### src/rtl/instr_queue.sv
// instr_queue: decoupling FIFO between the fetcher and decode.
// Stores {pc, instr} pairs in a circular buffer, presents the head entry
// with a valid/ready handshake, flushes on redirect and throttles the
// fetcher through fetch_en so in-flight fetches always find space.
module instr_queue #(
  parameter int bits  = 32,
  parameter int DEPTH = 4,
  parameter int SLACK = 1
) (
  input  logic                     clk,
  input  logic                     rst,
  input  logic                     push_valid,
  input  logic [bits-1:0]          push_pc,
  input  logic [bits-1:0]          push_instr,
  output logic                     push_ready,
  output logic                     pop_valid,
  input  logic                     pop_ready,
  output logic [bits-1:0]          pop_pc,
  output logic [bits-1:0]          pop_instr,
  input  logic                     flush,
  output logic                     fetch_en,
  output logic [$clog2(DEPTH):0]   count
);

  localparam int AW = $clog2(DEPTH);
  localparam int CW = AW + 1;
  localparam logic [CW-1:0] FULL_CNT  = CW'(DEPTH);
  localparam logic [CW-1:0] FETCH_LIM = CW'(DEPTH - SLACK);

  logic [bits-1:0] pc_mem_q    [DEPTH];
  logic [bits-1:0] instr_mem_q [DEPTH];

  logic [AW-1:0] rd_ptr_q, rd_ptr_d;
  logic [AW-1:0] wr_ptr_q, wr_ptr_d;
  logic [CW-1:0] count_q,  count_d;
  logic          do_push,  do_pop;

  // Handshake and status outputs derived purely from registered state.
  always_comb begin
    push_ready = (count_q != FULL_CNT);
    pop_valid  = (count_q != '0);
    fetch_en   = (count_q < FETCH_LIM);
    count      = count_q;
    do_push    = push_valid & push_ready & ~flush;
    do_pop     = pop_valid & pop_ready & ~flush;
    pop_pc     = pop_valid ? pc_mem_q[rd_ptr_q]    : '0;
    pop_instr  = pop_valid ? instr_mem_q[rd_ptr_q] : '0;
  end

  // Next pointer/count: flush wins, otherwise independent push and pop.
  always_comb begin
    rd_ptr_d = rd_ptr_q;
    wr_ptr_d = wr_ptr_q;
    count_d  = count_q;
    if (flush) begin
      rd_ptr_d = wr_ptr_q;
      count_d  = '0;
    end else begin
      if (do_push) wr_ptr_d = wr_ptr_q + AW'(1);
      if (do_pop)  rd_ptr_d = rd_ptr_q + AW'(1);
      if (do_push && !do_pop)      count_d = count_q + CW'(1);
      else if (do_pop && !do_push) count_d = count_q - CW'(1);
    end
  end

  // Pointer and occupancy registers with asynchronous active-low reset.
  always_ff @(posedge clk or negedge rst) begin
    if (!rst) begin
      rd_ptr_q <= '0;
      wr_ptr_q <= '0;
      count_q  <= '0;
    end else begin
      rd_ptr_q <= rd_ptr_d;
      wr_ptr_q <= wr_ptr_d;
      count_q  <= count_d;
    end
  end

  // Entry storage; contents are deliberately left unreset.
  always_ff @(posedge clk) begin
    if (do_push) begin
      pc_mem_q[wr_ptr_q]    <= push_pc;
      instr_mem_q[wr_ptr_q] <= push_instr;
    end
  end

endmodule

### config.mk
export PLATFORM = sky130hd
export DESIGN_NAME = instr_queue
export DESIGN_NICKNAME = d
export VERILOG_FILES = /design/src/rtl/instr_queue.sv
export SDC_FILE = /design/constraint.sdc
export NUM_CORES = 1
export LEC_CHECK = 0
export BUFFER_PORTS_ARGS = -buffer_cell sky130_fd_sc_hd__clkbuf_2
export CORE_ASPECT_RATIO = 1.5
export CORE_MARGIN = 10
export CORE_UTILIZATION = 30
export CTS_BUF_LIST = sky130_fd_sc_hd__clkbuf_16
export DETAILED_ROUTE_END_ITERATION = 16
export GPL_ROUTABILITY_DRIVEN = 0
export PLACE_DENSITY = 0.52
export SLEW_MARGIN = 20
export SYNTH_ARGS = -nofsm -noshare
export SYNTH_HDL_FRONTEND = slang
export SYNTH_SLANG_ARGS = --single-unit
export TNS_END_PERCENT = 20
### constraint.sdc
create_clock -name clk -period 2.9 [get_ports clk]
set_input_delay 0.58 -clock clk [delete_from_list [all_inputs] [get_ports clk]]
set_output_delay 0.58 -clock clk [all_outputs]
set_load 0.02 [all_outputs]
==> impl_metrics.yaml <==
power:
  share_clk_of_total_power: 0.268
  internal_power_uw: 8370
  power-per-cell-area_nw_per_um2: 981
  pwr-share-comb: 0.338
  switching_power_as_a_share_of_total_power: 0.317
  peakVddDrop_v: 0.000812
  power.sequential.fraction: 0.394
  power.net_switching_uw: 3890
  leakage_uw: 0.00430
detailed_routing:
  finalWirelength_mm: 22.6
  detailroute.via_count: 5011
  post_drt_wl_per_cell_um: 21.2
  detailedRoute.firstIterationViolations: 213
  remaining_drc_errors: 0
  ant_nets: 0
  via_per_inst: 4.69
  drt-pass1-iter-count: 4
timing:
  post_layout_min_period_ps: 2780
  max_freq_mhz: 360
  setup_ws_ps: 122
  timing.max_slew.rel_slack: 0.632
  drv_slew: 0
  fin_setup_tns_ps: 0
  worst_slew_pin_slew_ps: 552
  hold_violations: 0
  skew_ps: 16.7
  unrepaired_setup_endpoints_after_global_routing: "false"
  final.period_utilization: 0.958
  setup_viol: 0
synth:
  net_count_after_synthesis: 543
  synth_common_cells: "sky130_fd_sc_hd__edfxtp_1 (256), sky130_fd_sc_hd__and2_1 (69), sky130_fd_sc_hd__mux4_2 (64), sky130_fd_sc_hd__buf_2 (12)"
  async_reset_ff_frac: 0.0266
  synth.avg_cell_area_um2: 21.8
  synth_top_area_share: 0.751
  synth_top_area_cell: "sky130_fd_sc_hd__edfxtp_1"
  netlist_top_cells_area: "sky130_fd_sc_hd__edfxtp_1 (75%), sky130_fd_sc_hd__mux4_2 (14%), sky130_fd_sc_hd__and2_1 (4.2%)"
  synth_seq_cells: 263
  yosysUniqueCellTypes: 36
  synth_seq_area_share: 0.768
  synth_cells: 469
  ys_warn_count: 0
  synth_enable_flop_cells: 256
  synthMostInstantiatedCell: "sky130_fd_sc_hd__edfxtp_1"
  synthesis.area_um2: 10200
  postSynth.topFlopCell: "sky130_fd_sc_hd__edfxtp_1"
die:
  die_x_um: 171
  boundaryPins: 139
  floorplan.rows: 82
  die_height_um: 246
  floorplan.die_area_um2: 42100
  core_area_um2: 33500
  initial_core_util: 0.305
finish:
  area_growth_syn_to_layout_pct: 22.1
  final_nets: 700
  drive_above_1_share: 0.412
  finalCoreUtilization: 0.373
  finalNonFillerCells: 1068
clock_network:
  clk_transition_reported_paths_ps: 60
  numCtsBuffers: 26
  cts_tree: "yes"
  cts_num_sinks: 263
  cell_at_the_root_of_the_clock_tree: "sky130_fd_sc_hd__clkbuf_16"
  h-tree-depth: 1
  worstSkewPairLatency_ps: 530
  cts-root-to-sink-buffers: 3
global_route:
  antenna_found_initial: 4
  global_route_wire_length_before_repair_mm: 34.2
  gr-total-overflow: 0
  number_of_global_route_vias_before_repair: 5682
  grt.total_usage: 0.107
  grt_start_max_net_pins: 66
run:
  drv.max_cap_violation_count: 0
placement:
  hpwl_mm: 14.0
  place_ws_ps: 182
  buffer_ports.inserted: 138
  dp_cells: 1015
worst_setup_path:
  depth_of_the_most_critical_reg_to_reg_path: 7
  cp_peak_stage_delay_ps: 510
  required_ps: 2320
  worst_ep_arrival_time_ps: 2200
  critical_path.max_fanout: 65
  timing.critical_path.to_type: "output port"
  cp_cell_sequence: "or3_2, buf_6, and2_1, clkbuf_2"
  critPathKind: "reg -> out"
  startpoint_type: "flip-flop"
  timing.critical_path.slowest_stage_cell: "sky130_fd_sc_hd__or3_2"
worst_hold_path:
  min_path_cells: 1
  hold_path_class: "in -> reg"
status:
  result_of_the_run: "finished, final reports clean"
==> sequential cells by signal, indices dropped and copies added (netlist names) <==
register and cells:
wr_ptr_q 2, count 3, pc_mem_q 128, instr_mem_q 128, rd_ptr_q 2
==> kinds of logic (layout without fill, tap and decap cells) <==
| logic type | count (synthesis) | after routing | share of synthesized area |
|---|---|---|---|
| adders and majority gates | 5 | 5 | 0.00684 |
| DFF | 263 | 263 | 0.768 |
| other | 0 | 2 | 0 |
| muxes | 65 | 65 | 0.142 |
| buffers and inverters | 30 | 207 | 0.0163 |
| and+or+nand+nor | 84 | 84 | 0.0507 |
| AOI/OAI and AO/OA | 17 | 17 | 0.0120 |
| xor gates and xnor gates | 5 | 5 | 0.00428 |
==> power groups by stage <==
stage                     combinational (uW)  sequential [uW]  clock [uW]
after floorplan                         2850             4790           0
after global placement                  4080             4910           0
after detailed placement                4140             4950           0
after CTS                               4250             4830        3410
after global routing                    4500             4860        3560
final                                   4150             4830        3290
==> cell type report <==
type	instances	area, um^2
multi-input cells	176	2220
inverters	5	18.8
flip-flops and latches	263	7870
clock buffers	27	676
well taps	420	526
repair buffers	154	1010
clock inverters	21	169
diodes	2	5.00
fillers	3062	21100
==> layout by cell type, fill, tap and decap left out, types with 4 or more instances in the layout <==
master	count
sky130_fd_sc_hd__clkbuf_2	138
sky130_fd_sc_hd__o21ai_0	4
sky130_fd_sc_hd__and2_4	4
sky130_fd_sc_hd__inv_1	14
sky130_fd_sc_hd__nand2_1	5
sky130_fd_sc_hd__dfrtp_1	4
sky130_fd_sc_hd__clkbuf_16	28
sky130_fd_sc_hd__and2_1	65
sky130_fd_sc_hd__edfxtp_1	256
sky130_fd_sc_hd__buf_12	11
sky130_fd_sc_hd__mux4_2	64
sky130_fd_sc_hd__clkinv_1	4
sky130_fd_sc_hd__ha_1	4
==> final timing paths <==
path / start / to / slack, ps
worst max-delay path: count[2] / pop_instr[0] / 120
worst min-delay path: push_pc[29] / pc_mem_q[1][29] / 270
worst max register to register: count[0] / count[2] / 250
worst min register to register: wr_ptr_q[0] / rd_ptr_q[0] / 590
max in group asynchronous: rst / rd_ptr_q[1] / 2270
min in group asynchronous: rst / count[0] / 430
==> per-stage QoR <==
step,cell area (um^2),total power (uW),hold WS (ps)
2_1_floorplan,10200,7630,284
3_3_place_gp,11600,8990,422
3_5_place_dp,11600,9090,433
4_1_cts,12500,12500,233
5_1_grt,12500,12900,245
6_report,12500,12300,266
==> routing by layer <==
metal	vias up	part of all wire	GRT usage	wire, um
met5	-	0.0015	0	34
met4	4	0.021	0.0349	483
met3	35	0.057	0.0263	1290
met2	124	0.54	0.198	12300
met1	2626	0.38	0.116	8520
li1	2222	-	-	-
==> worst max-delay path: cells and delay by family (launching register included) <==
| kind | cells | cell delay [ps] |
|---|---|---|
| buf+inv | 2 | 410 |
| flops | 1 | 500 |
| simple gates | 2 | 730 |
==> what timing repair did <==
| item | 4_1_cts | 5_1_grt |
|---|---|---|
| endpoints found under the hold margin | 7 | 0 |
| pin swaps | 0 | 0 |
| setup endpoints to repair | 64 | 64 |
| cloned | 0 | 1 |
| setup buffers | 1 | 0 |
| hold buffers | 1 | 0 |
| gates resized for setup | 1 | 3 |
No activity file was read; power rests on OpenSTA's default activity.
